### config.mk
export PLATFORM = sky130hd
export DESIGN_NAME = distributed_moesi
export DESIGN_NICKNAME = d
export VERILOG_FILES = /design/src/rtl/distributed_moesi.sv
export SDC_FILE = /design/constraint.sdc
export NUM_CORES = 1
export LEC_CHECK = 0
export ABC_AREA = 1
export CORE_MARGIN = 4
export CORE_UTILIZATION = 49
export DETAILED_ROUTE_END_ITERATION = 10
export PLACE_DENSITY = 0.79
export SLEW_MARGIN = 30
export SYNTH_ARGS = -nofsm -noshare
export SYNTH_HDL_FRONTEND = slang
export SYNTH_SLANG_ARGS = --single-unit
### constraint.sdc
create_clock -name clk -period 1.4 [get_ports clk]
set_input_delay 0.28 -clock clk [delete_from_list [all_inputs] [get_ports clk]]
set_output_delay 0.28 -clock clk [all_outputs]
set_load 0.02 [all_outputs]
### src/rtl/distributed_moesi.sv
// distributed_moesi: single-line three-node MOESI directory updating all node states per request
module distributed_moesi (
  input  logic       clk,
  input  logic       reset,
  input  logic [1:0] req_proc,
  input  logic       read_req,
  input  logic       write_req,
  output logic [2:0] state_p0,
  output logic [2:0] state_p1,
  output logic [2:0] state_p2
);
  localparam logic [2:0] I = 3'b000, S = 3'b001, E = 3'b010, O = 3'b011, M = 3'b100;
  logic [2:0] st [3];
  logic [2:0] nxt [3];
  logic [2:0] st_r, pres, sel;
  logic       valid, others;
  assign valid  = (read_req | write_req) && req_proc != 2'd3;
  assign sel    = 3'(1) << req_proc;
  assign pres   = {st[2] != I, st[1] != I, st[0] != I};
  assign others = |(pres & ~sel);
  assign st_r   = req_proc == 2'd0 ? st[0] : req_proc == 2'd1 ? st[1] : st[2];
  always_comb begin
    for (int i = 0; i < 3; i++) begin
      nxt[i] = st[i];
      if (valid)
        nxt[i] = sel[i] ? (write_req ? M : st[i] == I ? (others ? S : E) : st[i])
                        : (write_req ? I : st_r != I ? st[i] : st[i] == M ? O : st[i] == E ? S : st[i]);
    end
  end
  always_ff @(posedge clk)
    if (reset) st <= '{default: I};
    else st <= nxt;
  assign state_p0 = st[0];
  assign state_p1 = st[1];
  assign state_p2 = st[2];
endmodule

==> impl_metrics.ini, run 1 <==
[cells_and_area]
n_antenna_cell = 0
drive_gt1_frac = 0.2721
layout_common_cells = nand2_1, inv_1, nor2_1, dlygate4sd2_1
area_growth_syn_to_layout_pct = 31.51
nNetsFinal = 154
n_fill_cell = 128
layout_commonest_cell = nand2_1

[sta]
final_hold_viol_count = 0
max_slew.worst_pin.slew_ns = 0.3027
finalCritPeriodShare = 0.9264
setup_viol = 0
worst_slew_margin_rel = 0.7982
setup_tns_ns = 0
fin_crit_ns = 1.297
fmax_ghz = 0.7710
maxSlewViolCount = 0
rsz0062_at_grt = false
clock_skew_ns = 0.002091

[drt]
ant_nets = 0
drc = 0
routed_wl_um = 1819
viasPerCell = 4.957
first_iter_violations = 14
post_drt_wl_per_cell_um = 11.23
num_vias = 803
dr.pass1.iters = 4

[global_routing]
antenna_found_initial = 0
grt_max_degree = 7
overflow = 0
grt_pass1_wl_um = 3187
grt_pass1_vias = 793
grtUsageTotal = 0.2096

[synthesis]
ys_seq_elements = 9
syn_area_um2 = 730.7
ys_warn_count = 0
syn_nets = 128
ys_top_cells_by_area = dfxtp_1, nand2_1, inv_1
synth.distinct_cells = 17
ys_seq_area_frac = 0.2466
synth.largest_area_cell = dfxtp_1
synth_top_area_share = 0.2466
avgSynthCellArea_um2 = 5.989
syn_inst = 122

[setup_path]
crit_chain = dlygate4sd2_1
worstPathRequired_ns = 1.12
critPathTopFamily = flip-flops
r2r_setup_slack_ns = 0.12
rr_worst_depth = 8
path_class = reg -> out
cp.depth = 1
critPathMaxFanout = 5
slowest_delay_ns = 0.39
start_kind = flop
slowest_stage = dfxtp_1
crit_end = state_p0[2]
cp_num_buf_inv = 1
worstReg2RegStart = state_p2[1]
crit_start = state_p0[2]
cp-end-kind = primary output
worstPathArrival_ns = 1.02
r2r_end = state_p1[1]

[power_and_ir_drop]
cellLeakagePower_nw = 0.5204
p_total_mw = 0.9019
power_density_mw_per_mm2 = 938.6
peakVddDrop_uv = 650.5

[clock_tree]
clk_latency_ns = 0.26
cts_tree = built
hold_buffers = 0
htreeDepth = 1
cts.sinks = 9
clock-root-buffer = clkbuf_4
numCtsBuffers = 3
post_cts_buffers = 0
clk_pin_slew_worst_paths_ns = 0.06
clockBufferDepth = 2

[status]
status = completed

[placement]
place_congestion = 0.8585
place_hpwl_um = 1500
io_buffers = 14

[die]
ios = 15
core_mm2 = 0.001350
fp.dieArea_mm2 = 0.002173
start_util = 0.5412
fp.dieH_um = 46.62
rows = 13
die_w_um = 46.62

[hold_path]
worstHoldPathType = reg -> reg

[run]
maxCapViolations = 0
[logic make-up after synthesis]
family	after synthesis	synth area share
buffers and inverters	20	0.1044
and+or+nand+nor	87	0.5873
AOI/OAI and AO/OA	6	0.06164
DFF	9	0.2466
[sequential cells by signal, indices dropped and copies added, names as in the netlist]
signal / cells
state_p2: 3
state_p0: 3
state_p1: 3
[routing by layer]
metal  global-route usage  wire [um]  part of all wire  vias to the layer above
met1               0.2471        816              0.45                      357
met4               0.1105         34             0.019                        0
met2               0.3544        872              0.48                       23
li1                     -          -                 -                      419
met5                    0          0                 0                        -
met3              0.03906         95             0.052                        4
[synth_stat cells]
master and instances:
nand3_2 3, a21oi_2 2, inv_1 14, nor3_1 1
nor2_4 2, o21ai_0 1, o22ai_2 1, clkbuf_2 1
nand3_1 8, inv_2 5, nand3_4 2, dfxtp_1 9
nand2_1 45, a21oi_1 2, nor2_1 14, nor2_2 7
nand2_2 5
[through the flow]
step | area [um^2] | setup WS, ns | hold WS, ns | util | instances
final | 960.9 | 0.1031 | 0.4892 | 0.7118 | 162
after global routing | 960.9 | 0.006205 | 0.5263 | 0.7118 | 162
after CTS | 955.9 | 0.09123 | 0.4881 | 0.7081 | 162
after detailed placement | 944.7 | -0.3603 | 0.4793 | 0.6997 | 158
after global placement | 944.7 | -0.3219 | 0.4741 | 0.6997 | 158
after floorplan | 730.7 | 0.1617 | 0.3424 | - | 122
[report_power, final]
part	total [mW]	switching (mW)	internal [mW]
clock	0.204	0.0938	0.110
sequential	0.311	0.0276	0.284
combinational	0.387	0.242	0.145
[how the worst min path moves through the flow]
stage | depth (start not counted) | endpoint | slack, ns | startpoint
2_1_floorplan | 1 | state_p0[2] | 0.34 | reset
3_3_place_gp | 2 | state_p1[0] | 0.47 | state_p1[0]
3_5_place_dp | 2 | state_p1[0] | 0.48 | state_p1[0]
4_1_cts | 2 | state_p1[0] | 0.49 | state_p1[0]
5_1_grt | 2 | state_p1[0] | 0.53 | state_p1[0]
6_report | 2 | state_p1[0] | 0.49 | state_p1[0]
[area by class of cell]
type,count,area [um^2],area share
tap,15,18.77,0.01953
timing repair buffer,22,185.2,0.1927
inverter,19,71.32,0.07422
sequential,9,180.2,0.1875
clock buffer,4,26.28,0.02734
multi-input combinational,93,479.2,0.4987
[what timing repair did]
| action | 4_1_cts | 5_1_grt |
|---|---|---|
| endpoints found under the hold margin | 0 | 0 |
| setup endpoints to repair | 18 | 3 |
| pin swaps | 1 | 1 |
| cloned | 0 | 0 |
| gates resized for setup | 12 | 2 |
Power figures use the tool's default switching activity.
==> run 2, diff against run 1 <==
--- a/config.mk
+++ b/config.mk
@@ -6,6 +6,7 @@
 export NUM_CORES = 1
 export LEC_CHECK = 0
 export ABC_AREA = 1
+export CAP_MARGIN = 20
 export CORE_MARGIN = 4
 export CORE_UTILIZATION = 49
 export DETAILED_ROUTE_END_ITERATION = 10
==> constraint.sdc (replaced) <==
create_clock -name clk -period 1.2 [get_ports clk]
set_input_delay 0.24 -clock clk [delete_from_list [all_inputs] [get_ports clk]]
set_output_delay 0.24 -clock clk [all_outputs]
set_load 0.02 [all_outputs]
==> run 2 against run 1 <==
- the run now ends with setup timing left
- via count is 7.3% higher
- routed wire length is 22% higher
- worst setup slack worse by 0.17 ns
- combinational power is 54% higher
- core utilization is 9.9 points higher
- die area stayed put
- clock-buffer cell count stayed put
- power is 34% higher
- global-route usage is 0.73 points higher
- register-to-register slack worse by 0.19 ns
- critical path type is now reg -> reg
- critical endpoint is now state_p2[0]
- largest cell class unchanged
- largest power group unchanged
==> impl_metrics.ini, run 2 (same netlist as run 1, synthesis figures left out) <==
[sta]
finalHoldWorstSlack_ns = 0.4636
rsz0062_at_grt = true
clock_skew_ns = 0.001594
worst_slew_margin_rel = 0.8307
fin_crit_ns = 1.267
max_slew.worst_pin.slew_ns = 0.2519
final_hold_viol_count = 0
fmax_ghz = 0.7890
finalCritPeriodShare = 1.056
setup_viol = 7
maxSlewViolCount = 0
setup_slack_ns = -0.06747

[global_routing]
grt_pass1_wl_um = 3284
grtUsageTotal = 0.2169
grt_pass1_vias = 802
antenna_found_initial = 0
overflow = 0
grt_max_degree = 7

[cells_and_area]
layout_commonest_cell = nand2_1
n_fill_cell = 97
area_growth_syn_to_layout_pct = 49.83
n_antenna_cell = 0
layout_common_cells = nand2_1, buf_4, nand2_2
drive_gt1_frac = 0.5192
nNetsFinal = 163

[drt]
viasPerCell = 5.041
dr.pass1.iters = 4
post_drt_wl_per_cell_um = 12.99
first_iter_violations = 19
drc = 0
routed_wl_um = 2221
ant_nets = 0
num_vias = 862

[setup_path]
worstPathArrival_ns = 1.47
crit_chain = nor2_4 -> nand2_2 -> nand2_2 -> nand3_4 -> nand2_2 -> nand3_4 -> nand2_2 -> nand2_1 -> nor2_1
worstReg2RegStart = state_p1[2]
worstPathRequired_ns = 1.40
worst_path_most_repeated_cell = nand2_2
slowest_delay_ns = 0.34
r2r_setup_slack_ns = -0.07
rr_worst_depth = 9
slowest_stage = dfxtp_2
start_kind = flop
critPathMaxFanout = 5
cp-end-kind = flop
r2r_end = state_p2[0]
path_class = reg -> reg

[die]
core_mm2 = 0.001350
start_util = 0.5412
fp.dieArea_mm2 = 0.002173
fp.dieH_um = 46.62
ios = 15
die_w_um = 46.62
rows = 13

[hold_path]
worstHoldPathType = reg -> reg
whs_path_depth = 2
min_from = state_p0[2]
min_to = state_p0[2]

[power_and_ir_drop]
cellLeakagePower_nw = 0.5629
power_density_mw_per_mm2 = 1106
sequentialPowerShare = 0.312
clkPwrFrac = 0.197
p_total_mw = 1.211
peakVddDrop_uv = 742.1
p_sw_mw = 0.5065
switching_share = 0.4183
power.internal_mw = 0.7043
pwr-share-comb = 0.491

[placement]
place_hpwl_um = 1459
io_buffers = 14
place_congestion = 0.8281

[clock_tree]
hold_buffers = 0
cts.sinks = 9
numCtsBuffers = 3
cts_tree = built
clk_latency_ns = 0.27
clk_pin_slew_worst_paths_ns = 0.06
htreeDepth = 1
clockBufferDepth = 2
clock-root-buffer = clkbuf_4

[status]
violations = setup timing
status = complete, but fails checks

[run]
maxCapViolations = 0
## run 2: worst max-delay path: cells and delay by family, from the launching register on
kind	cells	cell delay, ns
simple gates	9	0.87
flops	1	0.34
## run 2: stage by stage
stage | setup WS [ns] | TNS [ns] | instance area, um^2 | instances | util
floorplan | 0.004858 | 0 | 740.7 | 122 | -
global placement | -0.4796 | -4.001 | 977.2 | 161 | 0.7238
detailed placement | -0.5002 | -4.312 | 977.2 | 161 | 0.7238
CTS | -0.04571 | -0.1720 | 1040 | 167 | 0.7702
global route | -0.1518 | -0.9749 | 1095 | 171 | 0.8109
finish | -0.06747 | -0.2371 | 1095 | 171 | 0.8109
## run 2: area by class of cell
cell class                 count  area [um^2]  area share
clock buffer                   4        26.28     0.02400
inverter                      19        71.32     0.06514
multi-input combinational     93        554.3      0.5063
sequential                     9        192.7      0.1760
tap                           15        18.77     0.01714
timing repair buffer          31        231.5      0.2114
## run 2: power groups by stage
stage	combinational [mW]	clock [mW]	sequential, mW
floorplan	0.279	0	0.409
global placement	0.489	0	0.371
detailed placement	0.501	0	0.372
CTS	0.516	0.247	0.370
global route	0.647	0.273	0.381
finish	0.595	0.238	0.378
## run 2: layer usage
layer | GRT usage | share of wire
met2 | 0.3462 | 0.49
met3 | 0.04297 | 0.032
met5 | 0 | 0
met4 | 0.1271 | 0.027
met1 | 0.2662 | 0.45
## run 2: how the worst max path moves through the flow
stage | startpoint | to | slack, ns | cells after the start
final | state_p1[2] | state_p2[0] | -0.07 | 9
after global routing | state_p2[0] | state_p2[1] | -0.15 | 9
after CTS | state_p2[0] | state_p0[1] | -0.05 | 9
after detailed placement | req_proc[1] | state_p2[1] | -0.50 | 10
after global placement | req_proc[1] | state_p1[0] | -0.48 | 9
after floorplan | state_p2[2] | state_p1[1] | 0.005 | 9
## run 2: what timing repair did
item	4_1_cts	5_1_grt
setup endpoints to repair	18	17
gates resized for setup	29	28
buffers inserted	2	4
pin swaps	10	9
==> run 3, diff against run 2 <==
--- a/config.mk
+++ b/config.mk
@@ -10,6 +10,7 @@
 export CORE_MARGIN = 4
 export CORE_UTILIZATION = 49
 export DETAILED_ROUTE_END_ITERATION = 10
+export GPL_TIMING_DRIVEN = 0
 export PLACE_DENSITY = 0.79
 export SLEW_MARGIN = 30
 export SYNTH_ARGS = -nofsm -noshare
==> run 3 against run 2 <==
- first-iteration DRC count fell by 32%
- cell area fell by 9.8%
- cell count fell by 8.2%
- the flow still finishes with violations (setup timing)
- largest power group unchanged
- maximum frequency rose by 3.4%
- highest routed layer unchanged
==> impl_metrics.ini, run 3 (same netlist as run 1, synthesis figures left out) <==
[status]
status = complete, but fails checks
violations = setup timing

[cells_and_area]
final_cells = 157
n_fill_cell = 124
utilization = 0.7312
multi_input_area_um2 = 560.5
drive_gt1_frac = 0.5000
n_antenna_cell = 0
layout_commonest_cell = nand2_1
nNetsFinal = 149
layout_common_cells = nand2_1, nand2_2, inv_1
area_growth_syn_to_layout_pct = 35.10
regArea_um2 = 193.9

[sta]
finalCritPeriodShare = 1.022
fin_crit_ns = 1.226
setup_slack_ns = -0.02588
setup_viol = 3
final_hold_viol_count = 0
clock_skew_ns = 0.0004247
fmax_ghz = 0.8157
worst_slew_margin_rel = 0.8269
max_slew.worst_pin.slew_ns = 0.2596
maxSlewViolCount = 0
rsz0062_at_grt = true

[setup_path]
worstPathArrival_ns = 1.38
critPathMaxFanout = 4
worstPathRequired_ns = 1.35
start_kind = flop
rr_worst_depth = 8
worstReg2RegStart = state_p2[1]
cp-end-kind = flop
path_class = reg -> reg
crit_start = state_p2[1]

[clock_tree]
htreeDepth = 1
cts.sinks = 9
clk_pin_slew_worst_paths_ns = 0.06
clockBufferDepth = 2
clk_latency_ns = 0.26
numCtsBuffers = 3
hold_buffers = 0
clock-root-buffer = clkbuf_4
cts_tree = built

[hold_path]
worstHoldPathType = in -> reg
min_from = write_req
whs_path_depth = 3

[drt]
post_drt_wl_per_cell_um = 11.38
viasPerCell = 5.134
routed_wl_um = 1787
top_layer = met4
drc = 0
num_vias = 806
drt-met1-wl_um = 783
routed-wl-met3_um = 111
met2_length_um = 859
ant_nets = 0
dr.pass1.iters = 4
first_iter_violations = 13

[die]
ios = 15
core_mm2 = 0.001350
die_w_um = 46.62
start_util = 0.5412
fp.dieH_um = 46.62
fp.dieArea_mm2 = 0.002173
rows = 13

[power_and_ir_drop]
power_density_mw_per_mm2 = 1135
peakVddDrop_uv = 726.2
cellLeakagePower_nw = 0.4871

[placement]
place_congestion = 0.8065
dp_slack_ns = -0.5334
place_inst = 150
place_hpwl_um = 1291
io_buffers = 13

[global_routing]
antenna_found_initial = 0
grt_pass1_vias = 729
overflow = 0
grtUsageTotal = 0.2025
grt_max_degree = 9
grt_pass1_wl_um = 3118

[run]
maxCapViolations = 0
run 3: layout make-up:
cell class | count | area share
Buffer | 1 | 0.005070
Clock buffer | 4 | 0.02662
Inverter | 19 | 0.07224
Multi-Input combinational cell | 93 | 0.5678
Sequential cell | 9 | 0.1965
Tap cell | 15 | 0.01901
Timing Repair Buffer | 16 | 0.1128
run 3: final timing paths:
kind                       to  slack, ns
setup / recovery  state_p0[0]      -0.03
hold / removal    state_p2[2]       0.39
setup reg to reg  state_p0[0]      -0.03
hold reg to reg   state_p0[2]       0.49
run 3: per-layer routing:
| metal | vias to the layer above | global-route usage |
|---|---|---|
| met5 | - | 0 |
| met2 | 20 | 0.3187 |
| met4 | 0 | 0.08287 |
| met1 | 368 | 0.2702 |
| met3 | 5 | 0.03516 |
| li1 | 413 | - |
run 3: what timing repair did:
item                                    CTS  global route
resized for setup                        29            32
pin swaps                                 6            10
endpoints found under the setup margin   18            18
buffers inserted                          2             1
run 3: metrics by stage:
| step | power, mW | hold slack, ns | TNS (ns) | instance area (um^2) |
|---|---|---|---|---|
| CTS | 1.075 | 0.3616 | -0.1374 | 955.9 |
| global placement | 0.8134 | 0.4503 | -4.167 | 889.6 |
| global route | 1.205 | 0.4196 | -0.8715 | 987.2 |
| detailed placement | 0.8225 | 0.4659 | -4.346 | 889.6 |
| finish | 1.120 | 0.3925 | -0.05420 | 987.2 |
| floorplan | 0.6881 | 0.2951 | 0 | 740.7 |
run 3: worst max-delay path: stages, from the launching register on:
cell and delay [ns]:
dfxtp_2 0.35, nor2_4 0.14, nand2_2 0.09, nand2_1 0.08, nand3_2 0.11, nand2_2 0.11
o21ai_1 0.08, nor2_2 0.11, nor2_2 0.05
run 3: report_power, final:
| group | internal [mW] | leakage, nW | total (mW) | switching (mW) |
|---|---|---|---|---|
| Clock | 0.128 | 0.0150 | 0.230 | 0.102 |
| Sequential | 0.338 | 0.0778 | 0.384 | 0.0462 |
| Combinational | 0.189 | 0.394 | 0.506 | 0.317 |
| Total | 0.656 | 0.487 | 1.12 | 0.465 |
